--- src/rtl/cdb_writeback_arbiter.sv ---
// rtl/cdb_writeback_arbiter.sv - reservation-station busy tracking and round-robin CDB writeback arbiter
// Station tags: Add0..Add2 = 1..3, MUL0..MUL2 = 4..6, Mem0 = 7, Mem1 = 8; any other code is unrecognised.
module cdb_writeback_arbiter (
  input  logic         CLK,
  input  logic         RST,
  input  logic         issue_valid,
  input  logic [4:0]   issue_stnum,
  input  logic [7:0]   done_req,
  input  logic [255:0] done_val,
  output logic [7:0]   done_ack,
  output logic         cdb_valid,
  output logic [4:0]   cdb_tag,
  output logic [31:0]  cdb_data,
  output logic [2:0]   Add_Busy,
  output logic [2:0]   Mul_Busy,
  output logic [1:0]   Mem_Busy
);

  logic [7:0] busy;
  logic [2:0] rr_ptr;
  logic [7:0] eligible;
  logic [3:0] cand;
  logic       grant_valid;
  logic [2:0] grant_idx;
  logic       store_ack;
  logic       issue_known;
  logic [2:0] issue_idx;
  logic       issue_take;

  assign Add_Busy = busy[2:0];
  assign Mul_Busy = busy[5:3];
  assign Mem_Busy = busy[7:6];

  // Mem1 is a store: it never writes the CDB, so it is excluded from arbitration.
  assign eligible  = RST ? 8'd0 : {1'b0, done_req[6:0] & busy[6:0]};
  assign store_ack = !RST && done_req[7] && busy[7];

  always_comb begin
    grant_valid = 1'b0;
    grant_idx   = 3'd0;
    cand        = 4'd0;
    // Walk offsets from farthest to nearest so the nearest eligible station wins.
    for (int k = 6; k >= 0; k--) begin
      cand = {1'b0, rr_ptr} + 4'(k);
      if (cand >= 4'd7) cand = cand - 4'd7;
      if (eligible[cand[2:0]]) begin
        grant_valid = 1'b1;
        grant_idx   = cand[2:0];
      end
    end
  end

  always_comb begin
    done_ack = 8'd0;
    if (grant_valid) done_ack[grant_idx] = 1'b1;
    if (store_ack)   done_ack[7] = 1'b1;
  end

  // Busy is sampled before this edge's frees, so an issue to a station being freed is dropped.
  assign issue_known = (issue_stnum != 5'd0) && (issue_stnum <= 5'd8);
  assign issue_idx   = issue_stnum[2:0] - 3'd1;
  assign issue_take  = !RST && issue_valid && issue_known && !busy[issue_idx];

  always_ff @(posedge CLK) begin
    if (RST) begin
      busy      <= 8'd0;
      rr_ptr    <= 3'd0;
      cdb_valid <= 1'b0;
      cdb_tag   <= 5'd0;
      cdb_data  <= 32'd0;
    end else begin
      cdb_valid <= grant_valid;
      if (grant_valid) begin
        cdb_tag         <= {2'b00, grant_idx} + 5'd1;
        cdb_data        <= done_val[{grant_idx, 5'b00000} +: 32];
        busy[grant_idx] <= 1'b0;
        rr_ptr          <= (grant_idx == 3'd6) ? 3'd0 : grant_idx + 3'd1;
      end
      if (store_ack) busy[7] <= 1'b0;
      if (issue_take) busy[issue_idx] <= 1'b1;
    end
  end

endmodule
--- config.mk ---
export PLATFORM = sky130hd
export DESIGN_NAME = cdb_writeback_arbiter
export DESIGN_NICKNAME = d
export VERILOG_FILES = /design/src/rtl/cdb_writeback_arbiter.sv
export SDC_FILE = /design/constraint.sdc
export NUM_CORES = 1
export LEC_CHECK = 0
export CAP_MARGIN = 15
export CORE_AREA = 2 2 126 128
export DETAILED_ROUTE_END_ITERATION = 7
export DIE_AREA = 0 0 128 130
export PLACE_DENSITY = 0.78
export REMOVE_ABC_BUFFERS = 1
export SLEW_MARGIN = 20
export SYNTH_ARGS = -nofsm -noshare
export SYNTH_HDL_FRONTEND = slang
export SYNTH_SLANG_ARGS = --single-unit
--- constraint.sdc ---
create_clock -name CLK -period 6 [get_ports CLK]
set_clock_uncertainty 0.15 [all_clocks]
set_input_delay 0.9 -clock CLK [delete_from_list [all_inputs] [get_ports CLK]]
set_output_delay 0.9 -clock CLK [all_outputs]
set_load 0.02 [all_outputs]
==> impl_results.md <==
* Combinational family with the most area after synthesis: compound AO/OA/AOI/OAI gates
* Die height at 130 um
* Compound-Gate Fraction of Synth Area at 0.280
* Post-synthesis instance total at 651
* Critical path's largest stage delay at roughly 680 ps
* Initial Util at 0.359
* Drt total wl at 23000 um
* DP HPWL at 18000 um
* WHS Endpoint: cdb_tag[3]
* Worst Hold Class: flop to flop
* Register area share after synthesis at 0.174
* CP Capture Type: output port
* Max frequency at about 170 MHz
* Hold Startpoint: cdb_tag[3]
* Worst r2r dst: cdb_data[15]
* Wire length per cell at 20.9 um
* Reg power frac at 0.117
* Worst Path Max Fanout at 11
* Final hold vios at 0
* DRT iter0 DRCs at 324
* R2r setup slk at 1260 ps
* Most common cell in the synthesized netlist: mux2i_1
* Dominant cell type by area after synthesis: dfxtp_1
* RSZ-0062 raised after global routing: false
* Post-synthesis area per instance at 8.50 um^2
* Top_reg_cell synth: dfxtp_1
* DR top layer: met5
* Post-Synth Simple-Gate Area at 0.172
* WS Path Type: flop to output port
* Number of synthesized register bits at 48
* Yosys Warn Count at 0
* Power share of the clock group at 0.073
* Leak pwr at 0.00308 uW
* Core footprint at ~15000 um^2
* Slew @ Worst Pin at 839 ps
* Core Util, Final at 0.562
* CTS Hold Bufs at 0
* Critical path cell sequence: buf_4, ha_1, inv_1, ha_1, nor2b_1, o21ai_0, nand2_1, nor4_1, a31oi_1, a311o_1, a41oi_2, inv_1, nor3_1, clkdlybuf4s50_1
* Clock Tree Buf Depth at 2
* Period minus WS final at between 5000 and 6000 ps
* Sw frac at 0.499
* Clock sinks at 48
* Top cells by area, synth: dfxtp_1, mux2i_1, o22a_1
* Maxcap violations at 0
* Crit path DAT at 4700 ps
* Number of global-route vias before repair at roughly 6000
* Fraction of synthesized area in multiplexers at 0.243
* Min Hold Slack at 325 ps
* Root Driver: clkbuf_16
* First-pass GRT wire length at 34400 um
* IO Port Bufs at just under 300
* Placer Congestion at between 0.9 and 1
* Worst-Skew Late Latency at 280 ps
* Status: finished clean
* Mapped cell area at around 5500 um^2
* CTS tree: built
* H-tree levels at 2
* CTS Buf Count at 5
* Via count at 6211
* Rel. slew slack at 0.441
* Worst EP required at 4950 ps
* Antenna violations before repair at 4
* Ports at 326
* Worst-path clk slew at 60 ps
* Worst r2r path cells at 16
* Layout Area Growth over Synthesis at 56.7%
* TritonRoute pass-1 iters at 5
* Vias/cell at between 5 and 6
* XOR/XNOR share of the synthesized area at 0.0190
* Async set-reset flop share out of synthesis at 0
* Crit path launch type: flop
* Rows at 46
* Drc violations at 0
* Post-synth EDFFs at 0
* Layout cells sized above 1 at 0.104
* Grt total ovfl at 0
* Setup Buffers After CTS at 0
* M1 WL at 8640 um
* Max-slew violations at 0
* Worst path slowest cell: clkdlybuf4s50_1
* Chip width at 128 um
* Combinational power share at 0.810
* Min-Delay Path Depth at 1
* Yosys top cell area share at 0.174
* Net count, final at 1198
* Routed wl met2 at ~12000 um
* Cell variety after synth at 72
* Pwr Density at 425 nW/um^2
* Met3 wire len at roughly 2100 um
* Period utilization at 0.959
* Most frequent cells after synthesis: mux2i_1, nand2_1, nor2_1, dfxtp_1, o22a_1
* Final setup viols at 0
* Pin count of the biggest net entering global routing at between 70 and 80
* Post-DRT Antenna Nets at 0
* DIE AREA at about 17000 um^2
* Max VDD drop at 310 uV
* NetSw at 1840 uW
* Post-CTS sizing at 0
* Synth Area in Adders at 0.0412
* Int Power at 1840 uW
* Reg2reg start: rr_ptr[1]
* Total GRT Usage at 0.267
-- layer usage --
| layer | up-vias | track usage |
|---|---|---|
| li1 | 2976 | - |
| met1 | 2933 | 0.315 |
| met2 | 254 | 0.462 |
| met3 | 46 | 0.0767 |
| met4 | 2 | 0.100 |
| met5 | - | 0 |
-- worst max-delay path by stage --
stage,startpoint,endpoint
floorplan,rr_ptr[0],done_ack[6]
CTS,rr_ptr[1],done_ack[0]
global placement,done_req[5],done_ack[0]
finish,rr_ptr[1],done_ack[0]
detailed placement,done_req[5],done_ack[0]
global route,rr_ptr[1],done_ack[0]
-- kinds of logic after synthesis --
group	count (synthesis)
other	1
flip-flops	48
multiplexers	124
buffers and inverters	74
XOR/XNOR	12
AO/OA/AOI/OAI	180
AND/OR/NAND/NOR	195
adder cells (fa/ha/maj)	17
-- cell type report --
cell class | count | area (um^2)
antenna | 4 | 10.0
clock buffer | 5 | 125
fill | 1440 | 6760
inverter | 14 | 57.6
multi-input combinational | 529 | 4220
sequential | 48 | 962
tap | 192 | 240
timing repair buffer | 311 | 3060
-- flip-flops by register name (all words and copies together), names as in the netlist --
signal / count
cdb_tag: 4
cdb_valid: 1
busy: 8
cdb_data: 32
rr_ptr: 3
-- metrics by stage --
step / area [um^2] / setup WS [ps] / cells / power, uW / TNS, ps
after global placement: 8510 / 502 / 1094 / 3360 / 0
after CTS: 8630 / 167 / 1099 / 3670 / 0
final: 8670 / 248 / 1103 / 3680 / 0
after global routing: 8660 / 2.29 / 1101 / 3930 / 0
after detailed placement: 8510 / 480 / 1094 / 3390 / 0
after floorplan: 5190 / -1820 / 591 / 2480 / -47980
-- power by group through the flow --
stage	Clock, uW	Combinational (uW)	Sequential [uW]
after global routing	282	3210	439
after detailed placement	0	2950	436
after floorplan	0	1970	514
after global placement	0	2920	436
final	269	2980	431
after CTS	273	2960	430
-- layout by cell type (no fill, tap or decap), types with 10 or more instances in the layout --
cell type and n:
clkdlybuf4s50_1 290, mux2i_1 81, nand2_1 63, nor2_1 56, dfxtp_1 47, o22a_1 33, o2bb2ai_1 32, mux2_2 25
a311oi_1 20, buf_4 20, nand3_1 14, a21oi_1 14, ha_1 14, o21ai_0 12, inv_1 12, mux2_1 12
a311oi_2 12, nand2b_1 10, nand3b_1 10
-- worst max-delay path, delay by kind of cell (launching register included) --
family	cells	cell delay [ps]
and+or+nand+nor	4	1010
AOI/OAI and AO/OA	4	1230
adders and majority gates	2	630
buffers and inverters	4	1090
DFF	1	460
Power figures use the tool's default switching activity.
